File: config.mk
export PLATFORM = sky130hd
export DESIGN_NAME = cpu_ctrl_fsm
export DESIGN_NICKNAME = d
export VERILOG_FILES = /design/src/rtl/cpu_defs.sv /design/src/rtl/cpu_ctrl_decode.sv /design/src/rtl/cpu_ctrl_fsm.sv
export SDC_FILE = /design/constraint.sdc
export NUM_CORES = 1
export LEC_CHECK = 0
export ABC_CLOCK_PERIOD_IN_PS = 4000
export CELL_PAD_IN_SITES_DETAIL_PLACEMENT = 1
export CELL_PAD_IN_SITES_GLOBAL_PLACEMENT = 1
export CORE_ASPECT_RATIO = 1.2
export CORE_MARGIN = 5
export CORE_UTILIZATION = 36
export DETAILED_ROUTE_END_ITERATION = 8
export GPL_TIMING_DRIVEN = 0
export MAX_ROUTING_LAYER = met4
export PLACE_DENSITY_LB_ADDON = 0.1
export SKIP_CTS_REPAIR_TIMING = 1
export SYNTH_ARGS = -nofsm -noshare
export SYNTH_HDL_FRONTEND = slang
export SYNTH_HIERARCHICAL = 1
export SYNTH_SLANG_ARGS = --single-unit
File: constraint.sdc
create_clock -name clk -period 4 [get_ports clk]
set_clock_uncertainty 0.15 [all_clocks]
set_input_delay 0.8 -clock clk [delete_from_list [all_inputs] [get_ports clk]]
set_output_delay 0.8 -clock clk [all_outputs]
set_load 0.01 [all_outputs]
File: src/rtl/cpu_defs.sv
// -----------------------------------------------------------------------------
// cpu_defs
// Shared definitions for the 8-bit RISC instruction-cycle controller:
//   - opcode values of the 3-bit IR opcode field
//   - debug state encoding (S0..S7 = 0..7, IDLE = 8, HALT = 9)
//   - the set of opcodes that write the accumulator
//   - the packed strobe vector driven by the decoder
// -----------------------------------------------------------------------------
package cpu_defs;

   localparam logic [2:0] OP_HLT = 3'd0;
   localparam logic [2:0] OP_SKZ = 3'd1;
   localparam logic [2:0] OP_ADD = 3'd2;
   localparam logic [2:0] OP_AND = 3'd3;
   localparam logic [2:0] OP_XOR = 3'd4;
   localparam logic [2:0] OP_LDA = 3'd5;
   localparam logic [2:0] OP_STO = 3'd6;
   localparam logic [2:0] OP_JMP = 3'd7;

   localparam logic [3:0] ST_S0   = 4'd0;
   localparam logic [3:0] ST_S1   = 4'd1;
   localparam logic [3:0] ST_S2   = 4'd2;
   localparam logic [3:0] ST_S3   = 4'd3;
   localparam logic [3:0] ST_S4   = 4'd4;
   localparam logic [3:0] ST_S5   = 4'd5;
   localparam logic [3:0] ST_S6   = 4'd6;
   localparam logic [3:0] ST_S7   = 4'd7;
   localparam logic [3:0] ST_IDLE = 4'd8;
   localparam logic [3:0] ST_HALT = 4'd9;

   // One bit per opcode value: ADD, AND, XOR and LDA load the accumulator.
   localparam logic [7:0] ACC_OP_SET = 8'b0011_1100;

   typedef struct packed {
      logic fetch;
      logic alu_ena;
      logic inc_pc;
      logic load_pc;
      logic load_acc;
      logic load_ir;
      logic rd;
      logic wr;
      logic datactl_ena;
      logic halt;
   } strobes_t;

   function automatic logic is_acc_op(input logic [2:0] op);
      return ACC_OP_SET[op];
   endfunction

endpackage

File: src/rtl/cpu_ctrl_decode.sv
// -----------------------------------------------------------------------------
// cpu_ctrl_decode
// Purely combinational map from controller state to the strobe vector.
// Ports:
//   state_i  [3:0]  current controller state
//   op_i     [2:0]  opcode latched in S2
//   zero_i          live accumulator-zero flag (used for SKZ in S5)
//   z_i             zero flag latched in S5 (used for SKZ in S7)
//   strb_o          strobe vector (fetch, alu_ena, inc_pc, ... halt)
// -----------------------------------------------------------------------------
module cpu_ctrl_decode
   import cpu_defs::*;
(
   input  logic [3:0] state_i,
   input  logic [2:0] op_i,
   input  logic       zero_i,
   input  logic       z_i,
   output strobes_t   strb_o
);

   // Strobe decode; every strobe defaults low and is raised per state/opcode.
   always_comb begin
      strb_o = '0;
      case (state_i)
         ST_S0: begin
            strb_o.fetch   = 1'b1;
            strb_o.rd      = 1'b1;
            strb_o.load_ir = 1'b1;
         end
         ST_S1: begin
            strb_o.fetch   = 1'b1;
            strb_o.rd      = 1'b1;
            strb_o.load_ir = 1'b1;
            strb_o.inc_pc  = 1'b1;
         end
         ST_S2: begin
            strb_o.fetch = 1'b1;
         end
         ST_S3: begin
            strb_o.fetch  = 1'b1;
            strb_o.halt   = (op_i == OP_HLT);
            strb_o.inc_pc = (op_i != OP_HLT);
         end
         ST_S4: begin
            strb_o.alu_ena = 1'b1;
            case (op_i)
               OP_JMP:  strb_o.load_pc     = 1'b1;
               OP_STO:  strb_o.datactl_ena = 1'b1;
               default: strb_o.rd          = is_acc_op(op_i);
            endcase
         end
         ST_S5: begin
            case (op_i)
               OP_JMP: strb_o.load_pc = 1'b1;
               OP_STO: begin
                  strb_o.wr          = 1'b1;
                  strb_o.datactl_ena = 1'b1;
               end
               // SKZ looks at the live flag here; S7 uses the copy latched now.
               OP_SKZ: strb_o.inc_pc = zero_i;
               default: begin
                  strb_o.rd       = is_acc_op(op_i);
                  strb_o.load_acc = is_acc_op(op_i);
               end
            endcase
         end
         ST_S6: begin
            case (op_i)
               OP_STO:  strb_o.datactl_ena = 1'b1;
               default: strb_o.rd          = is_acc_op(op_i);
            endcase
         end
         ST_S7: begin
            strb_o.inc_pc = (op_i == OP_SKZ) && z_i;
         end
         ST_HALT: begin
            strb_o.halt = 1'b1;
         end
         default: begin
            strb_o = '0;
         end
      endcase
   end

endmodule

File: src/rtl/cpu_ctrl_fsm.sv
// -----------------------------------------------------------------------------
// cpu_ctrl_fsm
// Instruction-cycle controller: fetch two bytes (S0..S1), decode (S2..S3),
// execute (S4..S7), with IDLE and HALT. Strobes are combinational from the
// state register and the latched opcode/zero flag.
// Ports:
//   clk, rst_n      clock, asynchronous active-low reset
//   ena             run enable (level)
//   opcode [2:0]    IR opcode field, sampled in S2 only
//   zero            accumulator-zero flag, sampled in S5
//   fetch .. halt   control strobes
//   state  [3:0]    current state for debug
// Parameter HALT_RESTART: 1 = HALT leaves to IDLE when ena is low,
//                         0 = HALT is only left through reset.
// -----------------------------------------------------------------------------
module cpu_ctrl_fsm
   import cpu_defs::*;
#(
   parameter bit HALT_RESTART = 1'b1
) (
   input  logic       clk,
   input  logic       rst_n,
   input  logic       ena,
   input  logic [2:0] opcode,
   input  logic       zero,
   output logic       fetch,
   output logic       alu_ena,
   output logic       inc_pc,
   output logic       load_pc,
   output logic       load_acc,
   output logic       load_ir,
   output logic       rd,
   output logic       wr,
   output logic       datactl_ena,
   output logic       halt,
   output logic [3:0] state
);

   logic [3:0] state_q, state_d;
   logic [2:0] op_q, op_d;
   logic       z_q, z_d;
   strobes_t   strb_s;

   // Next-state and latch-enable logic.
   always_comb begin
      state_d = state_q;
      op_d    = (state_q == ST_S2) ? opcode : op_q;
      z_d     = (state_q == ST_S5) ? zero   : z_q;
      case (state_q)
         ST_IDLE: begin
            if (ena) state_d = ST_S0;
            else     state_d = ST_IDLE;
         end
         ST_S0, ST_S1, ST_S2, ST_S4, ST_S5, ST_S6: begin
            state_d = state_q + 4'd1;
         end
         ST_S3: begin
            if (op_q == OP_HLT) state_d = ST_HALT;
            else                state_d = ST_S4;
         end
         // ena is only looked at between instructions, so a drop completes it.
         ST_S7: begin
            if (ena) state_d = ST_S0;
            else     state_d = ST_IDLE;
         end
         ST_HALT: begin
            if (HALT_RESTART && !ena) state_d = ST_IDLE;
            else                      state_d = ST_HALT;
         end
         default: begin
            state_d = ST_IDLE;
         end
      endcase
   end

   // State, opcode and zero-flag registers.
   always_ff @(posedge clk or negedge rst_n) begin
      if (!rst_n) begin
         state_q <= ST_IDLE;
         op_q    <= 3'd0;
         z_q     <= 1'b0;
      end else begin
         state_q <= state_d;
         op_q    <= op_d;
         z_q     <= z_d;
      end
   end

   cpu_ctrl_decode u_decode (
      .state_i (state_q),
      .op_i    (op_q),
      .zero_i  (zero),
      .z_i     (z_q),
      .strb_o  (strb_s)
   );

   assign fetch       = strb_s.fetch;
   assign alu_ena     = strb_s.alu_ena;
   assign inc_pc      = strb_s.inc_pc;
   assign load_pc     = strb_s.load_pc;
   assign load_acc    = strb_s.load_acc;
   assign load_ir     = strb_s.load_ir;
   assign rd          = strb_s.rd;
   assign wr          = strb_s.wr;
   assign datactl_ena = strb_s.datactl_ena;
   assign halt        = strb_s.halt;
   assign state       = state_q;

endmodule

## Yosys cells after proc, flatten, opt, wreduce, memory -nomap -nowiden

Memories as Yosys holds them, arrays and structs flattened.
Index checks and enable logic that the tools add are counted.

- Bits of input ports: 7
- Bits in registers: 8
- ROM bits: 8
- Memories kept: 1

Memory list:

| memory | words | bits a word | rd ports | clocked after memory_dff | wr ports | RTL line | RTL |
|---|---|---|---|---|---|---|---|
| (name not given) | 8 | 1 | 1 | 0 | 0 | cpu_defs.sv:48 | `return ACC_OP_SET[op];` |

- Multiplexer cells: 22
- Reduce and logical (&&, ||, !) cells: 12
- Equal/unequal tests: 12
- Order comparisons: 1
- $add $sub $neg: 1

Operator list:

| cell | number |
|---|---|
| $eq 4x3->1 const B | 4 |
| $pmux 4 s4 | 1 |
| $mux 1 | 14 |
| $reduce_or 2->1 | 5 |
| $eq 4x2->1 const B | 2 |
| $eq 4x4->1 const B | 2 |
| $mux 4 | 2 |
| $pmux 1 s4 | 2 |
| $eq 3x3->1 const B | 2 |
| $reduce_or 6->1 | 1 |
| $add 4x1->4 const B | 1 |
| $eq 4x1->1 const B | 1 |
| $logic_not 4->1 | 1 |
| $lt 3x4->1 const B | 1 |
| $pmux 1 s2 | 2 |
| $reduce_or 4->1 | 1 |
| $eq 3x1->1 const B | 1 |
| $logic_not 3->1 | 1 |
| $reduce_bool 3->1 | 1 |
| $reduce_or 3->1 | 1 |
| $mux 2 | 1 |
| $logic_and 1x1->1 | 1 |

## Longest topological paths before layout

Gate-level depths: netlist of run 1.

- Word-level depth: 4
- Gate-level depth with buffers: 5

## Cells and area by module

Netlist of run 1, hierarchy kept.

By module, submodules not included:

| module | instances | area an instance (µm²) | seq. area each (µm²) | cells an instance |
|---|---|---|---|---|
| cpu_ctrl_fsm | 1 | 510.5 | 201.4 | 48 |
| cpu_ctrl_decode | 1 | 158.9 | 0.0 | 23 |

## Worst setup path after synthesis of run 1

No wires, ideal clock.

- Path type: flip-flop to output port
- From: register state_q[1], in the netlist state[1]
- To: output halt
- Cell stages (with the launch flop): 5
- Arrival time: 1556 ps
- Slack: 1494 ps
- Cell sequence: dfrtp_1 buf_4 or4b_1 mux2_2 nor3b_2

- Cells in the longest elaborated chain, start to end: 2

RTL lines:

| item | RTL line | RTL |
|---|---|---|
| start: declaration | cpu_ctrl_fsm.sv:39 | `logic [3:0] state_q, state_d;` |
| start signal: assignment | cpu_ctrl_fsm.sv:83 | `state_q <= state_d;` |
| $eq 4x4->1 or $eq 4x2->1 (tied branches) | cpu_ctrl_decode.sv:24 | `case (state_i)` |
| $pmux 1 s2 (*) | cpu_ctrl_decode.sv:24 |  |
| end: declaration | cpu_ctrl_fsm.sv:35 | `output logic halt,` |

Mark *: on every way between the ends. The rest lies on a longest branch, timed or not.

## Final worst setup path of run 1

Ends and elaborated chain as after synthesis.

==> Flow_metrics.wiki, run 1 <==
{| class="wikitable"
! Metric !! Value
|-
| Static Leak || 0.354 nW
|-
| Final hold violations || 0
|-
| TritonCTS clock tree || done
|-
| Total routed wirelength || 1.88 mm
|-
| Result of the run || finished clean
|-
| Top-level I/O count || 21
|-
| Wirelength per Cell || 16.5 um
|-
| Final global-route overflow total || 0
|-
| Prevailing post-synth register cell || sky130_fd_sc_hd__dfrtp_1
|-
| Maximum vdd drop || 0.000333 V
|-
| Synthesized-area fraction occupied by xor and xnor cells || 1.31%
|-
| Fmax achieved || 302 MHz
|-
| Most used standard cells in the synthesized netlist || sky130_fd_sc_hd__dfrtp_1, sky130_fd_sc_hd__mux2_2, sky130_fd_sc_hd__nor2_1
|-
| Post-route cell area || 920 sq um
|-
| Post-route minimum period || 3.31 ns
|-
| Worst hold path type || reg2reg
|-
| Share of the synthesized area in compound gates (AO/OA/AOI/OAI) || 15.7%
|-
| Die Height || 57.2 um
|-
| P&R area growth vs syn || 37.4%
|-
| Maximum number of pins on one net before global-route repair || 13
|-
| Startpoint types || flop
|-
| Cell at the root of the clock tree || sky130_fd_sc_hd__clkbuf_4
|-
| Antenna violation net count after detailed routing || 0
|-
| Nature of the critical path endpoint || output port
|-
| Weighted congestion at the end of routability-driven global placement || 0.869
|-
| Largest stage delay on the critical path || 0.55 ns
|-
| Via count of the first global-routing pass || 651
|-
| DIE WIDTH || 49.4 um
|-
| Core ar. || 1810 sq um
|-
| Number of placed instances, taps included || 110
|-
| Total die area || 2830 sq um
|-
| 1st-iter DRT viols || 5
|-
| Antenna violations before repair || 0
|-
| Cell Count, Final, Fillers Out || 114
|-
| Number of remaining DRC errors || 0
|-
| Largest cells by area after synthesis || sky130_fd_sc_hd__dfrtp_1, sky130_fd_sc_hd__mux2_2, sky130_fd_sc_hd__ha_1
|-
| Area post-placement || 893 sq um
|-
| First-pass detailed-route iteration total || 4
|-
| Syn Std Cell Area || 669 sq um
|-
| Fill cells || 209
|-
| FF+latch count, synth || 8
|-
| CTS Buffer Depth || 2
|-
| Count of standard-cell rows || 17
|-
| Part of the cycle the worst path needs || 82.8%
|-
| Worst setup margin || 0.687 ns
|-
| Initial Utilization || 37.0%
|-
| Slew of the pin with the lowest slew margin || 0.388 ns
|-
| Count of distinct cell types in the synthesized netlist || 32
|-
| Port bufs || 20
|-
| CP max-delay cell || sky130_fd_sc_hd__clkdlybuf4s50_1
|-
| Clock H-tree levels || 1
|-
| Post-layout total power || 0.670 mW
|-
| Max-Cap Viols || 0
|-
| Number of buffers created by CTS || 3
|-
| Post-synthesis share of cell area spent on and, or, nand and nor gates || 26.7%
|-
| Average cell area after synthesis || 9.43 sq um
|-
| Ordered cell list for the critical path || buf_4 > or4b_1 > mux2_2 > nor3b_2 > clkdlybuf4s50_1
|-
| Fraction of the mapped netlist area in adder cells || 9.35%
|-
| Synthesized Nets || 83
|-
| Worst-case headroom to the max-slew limit || 74.0%
|-
| Antenna diode count || 0
|-
| Total negative slack for setup checks || 0 ns
|-
| Library cell with the highest instance count after synthesis || sky130_fd_sc_hd__dfrtp_1
|-
| Sink Count || 8
|-
| Final count of negative-setup-slack endpoints || 0
|-
| Arrival time at the worst endpoint || 2.36 ns
|-
| Gate count after technology mapping || 71
|-
| Worst path required time || 3.05 ns
|-
| PD cells || 729 nW/um^2
|-
| Type of the worst setup path || reg2out
|-
| First-pass GRT wire length || 3.17 mm
|-
| Fraction of layout cells with a size suffix above 1 || 18.9%
|-
| Overall routing resource usage || 15.0%
|-
| Main combinational cell family by area after synthesis || simple AND/OR/NAND/NOR gates
|-
| Total via count after detailed routing || 649
|-
| Share of cell area taken by muxes after synthesis || 10.1%
|-
| Setup repair after global routing missed its margin || false
|-
| HPWL reported at the end of detailed placement || 1.48 mm
|-
| Clock latency at the later pin of the worst-skew pair || 0.26 ns
|-
| Number of nets at the end of the flow || 108
|-
| Post-synthesis sequential area ratio || 30.1%
|-
| Worst-path maximum fanout || 8
|-
| Cell type contributing the most total cell area after synthesis || sky130_fd_sc_hd__dfrtp_1
|-
| Clock-pin slew of the registers on the worst-case setup and hold paths || 0.06 ns
|-
| Max-slew violation total from the final report || 0
|-
| Core occupancy in the finished layout || 50.9%
|-
| Place WS || 0.758 ns
|-
| Vias per cell || 5.69
|-
| Area fraction of the dominant cell type after synthesis || 26.2%
|-
| Async SR Flop Fraction || 100%
|-
| Hold WS || 0.356 ns
|-
| EDFF count, synth || 0
|-
| Warnings from Yosys || 6
|}
## area by class of cell
cell class	instances	area [sq um]	share of cell area, %
multi-input cells	55	423	46.0
flip-flops and latches	8	201	21.9
repair buffers	20	200	21.8
clock buffers	4	26.3	2.86
plain buffers	3	26.3	2.86
well taps	19	23.8	2.59
inverters	5	18.8	2.04
## final timing paths
check                                   start             endpoint  slack, ns  cells after the start
setup reg to reg           state[0]$_DFF_PN0_   state[3]$_DFF_PN1_       2.04                      5
setup / recovery           state[1]$_DFF_PN0_                 halt       0.69                      5
hold reg to reg               z_q$_DFFE_PN0P_      z_q$_DFFE_PN0P_       0.36                      1
min in group asynchronous               rst_n  op_q[2]$_DFFE_PN0N_       0.68                      1
max in group asynchronous               rst_n   state[3]$_DFF_PN1_       2.70                      1
hold / removal                z_q$_DFFE_PN0P_      z_q$_DFFE_PN0P_       0.36                      1
## per-layer routing
layer  up-vias  GRT usage, %  routed length, um
met1       322          14.7                734
met5         -             -                  0
met2        17          27.8               1030
met4         0          5.77                 14
li1        308             -                  -
met3         2          3.66                 98
## state kept, by name (all words and copies together) (netlist names)
name / flops
z_q: 1
state: 4
op_q: 3
## logic make-up after synthesis
family                   Yosys count
XOR/XNOR                           1
AND/OR/NAND/NOR                   30
multiplexers                       6
AO/OA/AOI/OAI                     13
buffers and inverters              8
adder cells (fa/ha/maj)            5
flip-flops                         8
## report_power, final
group          switching (mW)  total [mW]  internal (mW)
sequential             0.0672       0.188          0.120
combinational           0.198       0.416          0.218
clock                  0.0288      0.0671         0.0382
total                   0.293       0.670          0.377
## worst max-delay path: cells and delay by family, from the launching register on
kind | cells | cell delay (ns)
buffers and inverters | 2 | 0.76
multiplexers | 1 | 0.28
flip-flops | 1 | 0.44
AND/OR/NAND/NOR | 2 | 0.61
## cells in the final DEF (no fill, tap or decap), drive strengths merged, types with 4 or more instances in the layout
cell,Yosys,final
nor3,5,5
ha,5,5
inv,5,5
dfrtp,7,7
nand2,5,5
clkbuf,0,4
nor2,6,6
clkdlybuf4s50,0,20
mux2,6,6
(Power assumes the default switching activity.)
==> run 2, diff against run 1 <==
- ABC_CLOCK_PERIOD_IN_PS: 4000 -> 3100
- CORE_UTILIZATION: 36 -> 33
- clock period: 4 -> 3.1 ns (I/O delays scaled with it)
==> run 2 against run 1 <==
  * First-iteration DRC count down 40%
  * Combinational power up 26%
  * Sequential share of layout area about the same
  * Cell area up 0.41%
  * Sequential cell count unchanged
  * Core utilization down 2.1 points
  * Die area up 7.3%
  * Sequential power up 29%
  * Global-route usage down 2.8 points
  * Register-to-register slack worse by 0.78 ns
  * Non-clock buffer count unchanged
  * Critical endpoint is now inc_pc
  * Largest power group unchanged
==> Flow_metrics.wiki, run 2 (synthesized netlist as in run 1, its figures left out) <==
{| class="wikitable"
! Metric !! Value
|-
| Result of the run || finished clean
|-
| Post-layout total power || 0.851 mW
|-
| HPWL reported at the end of detailed placement || 1.31 mm
|-
| Wirelength per Cell || 14.5 um
|-
| P&R area growth vs syn || 37.9%
|-
| Worst r2r path cells || 5
|-
| Internal reg-to-reg setup slack || 1.26 ns
|-
| Part of the cycle the worst path needs || 90.4%
|-
| Initial Utilization || 35.4%
|-
| CTS Buffer Depth || 2
|-
| Die Height || 59.3 um
|-
| Weighted congestion at the end of routability-driven global placement || 0.876
|-
| Final count of negative-setup-slack endpoints || 0
|-
| Post-route minimum period || 2.80 ns
|-
| TritonCTS clock tree || done
|-
| Most used cells in the layout excluding fill and tap cells || sky130_fd_sc_hd__clkdlybuf4s50_1, sky130_fd_sc_hd__nor2_1, sky130_fd_sc_hd__mux2_2, sky130_fd_sc_hd__dfrtp_1
|-
| Antenna violation net count after detailed routing || 0
|-
| Maximum number of pins on one net before global-route repair || 13
|-
| Number of remaining DRC errors || 0
|-
| Place WS || 0.207 ns
|-
| Worst Hold Path Cells || 1
|-
| Cell repeated most along the worst path || sky130_fd_sc_hd__clkdlybuf4s50_1
|-
| Worst-path maximum fanout || 2
|-
| Clock latency at the later pin of the worst-skew pair || 0.25 ns
|-
| Number of placed instances, taps included || 110
|-
| Number of buffers created by CTS || 3
|-
| Largest stage delay on the critical path || 0.55 ns
|-
| Antenna diode count || 0
|-
| Clock-pin slew of the registers on the worst-case setup and hold paths || 0.05 ns
|-
| CP max-delay cell || sky130_fd_sc_hd__clkdlybuf4s50_1
|-
| Startpoint types || input pin
|-
| Port bufs || 20
|-
| Worst r2r src || state[0]$_DFF_PN0_
|-
| Total negative slack for setup checks || 0 ns
|-
| Post-route cell area || 923 sq um
|-
| Worst hold path type || reg2reg
|-
| Maximum vdd drop || 0.000499 V
|-
| Via count of the first global-routing pass || 585
|-
| PD cells || 922 nW/um^2
|-
| Max-slew violation total from the final report || 0
|-
| First-pass GRT wire length || 2.73 mm
|-
| Total die area || 3030 sq um
|-
| Core ar. || 1890 sq um
|-
| Antenna violations before repair || 0
|-
| Worst min-delay path endpoint || z_q$_DFFE_PN0P_
|-
| Worst path required time || 2.33 ns
|-
| Hold WS || 0.396 ns
|-
| Number of nets at the end of the flow || 108
|-
| Fmax achieved || 357 MHz
|-
| Type of the worst setup path || in2out
|-
| Sink Count || 8
|-
| Vias per cell || 5.46
|-
| Core occupancy in the finished layout || 48.8%
|-
| Final global-route overflow total || 0
|-
| Number of flip-flops under the largest register name || 4
|-
| Overall routing resource usage || 12.3%
|-
| Top-level I/O count || 21
|-
| Worst-case headroom to the max-slew limit || 73.9%
|-
| Area post-placement || 893 sq um
|-
| Total via count after detailed routing || 623
|-
| Static Leak || 0.369 nW
|-
| DIE WIDTH || 51.1 um
|-
| Source of the worst hold timing path || z_q$_DFFE_PN0P_
|-
| Most common library cell in the layout ignoring fill and taps || sky130_fd_sc_hd__clkdlybuf4s50_1
|-
| Slew of the pin with the lowest slew margin || 0.389 ns
|-
| Total routed wirelength || 1.66 mm
|-
| Fraction of layout cells with a size suffix above 1 || 20.0%
|-
| Cell Count, Final, Fillers Out || 114
|-
| Final hold violations || 0
|-
| First-pass detailed-route iteration total || 4
|-
| Cell at the root of the clock tree || sky130_fd_sc_hd__clkbuf_4
|-
| Count of standard-cell rows || 17
|-
| Clock H-tree levels || 1
|-
| Arrival time at the worst endpoint || 2.03 ns
|-
| Nature of the critical path endpoint || output port
|-
| Ordered cell list for the critical path || clkdlybuf4s50_1 > mux2_2 > nand3_1 > a21oi_1 > clkdlybuf4s50_1
|-
| Endpoint of the lowest-slack register-to-register path || state[3]$_DFF_PN1_
|-
| Worst setup margin || 0.298 ns
|-
| Setup repair after global routing missed its margin || false
|-
| 1st-iter DRT viols || 3
|-
| Max-Cap Viols || 0
|}
[run 2: how the worst max path moves through the flow]
stage                             startpoint  depth (start not counted)  endpoint
after floorplan           state[1]$_DFF_PN0_                          4      halt
after detailed placement  state[1]$_DFF_PN0_                          5      halt
after CTS                 state[1]$_DFF_PN0_                          5      halt
after global placement    state[1]$_DFF_PN0_                          5      halt
final                                   zero                          5    inc_pc
after global routing      state[1]$_DFF_PN0_                          5        wr
[run 2: critical path: cells and delay by family]
family	cells	cell delay, ns
buffers and inverters	2	1.03
muxes	1	0.16
AOI/OAI and AO/OA	1	0.15
and+or+nand+nor	1	0.07
[run 2: layout make-up]
class	instances	area, sq um
fillers	225	970
inverters	5	18.8
clock buffers	4	26.3
plain buffers	3	26.3
well taps	19	23.8
flip-flops and latches	8	203
multi-input cells	55	423
repair buffers	20	203
[run 2: report_power, final]
group	total [mW]	switching, mW	internal (mW)	leakage [nW]
registers	0.242	0.0854	0.157	0.100
clock network	0.0828	0.0337	0.0491	0.0150
logic	0.526	0.246	0.280	0.254
[run 2: routing by layer]
metal / up-vias / GRT usage [%] / wire (um)
li1: 313 / - / -
met1: 289 / 14.9 / 780
met2: 19 / 19.5 / 768
met3: 2 / 4.53 / 103
met4: 0 / 2.31 / 5
met5: - / - / 0
==> run 3, diff against run 2 <==
- CTS_CLUSTER_DIAMETER: default -> 60
==> results of run 3 <==
Same layout as run 2: the final DEF is identical, and so are final timing and power.
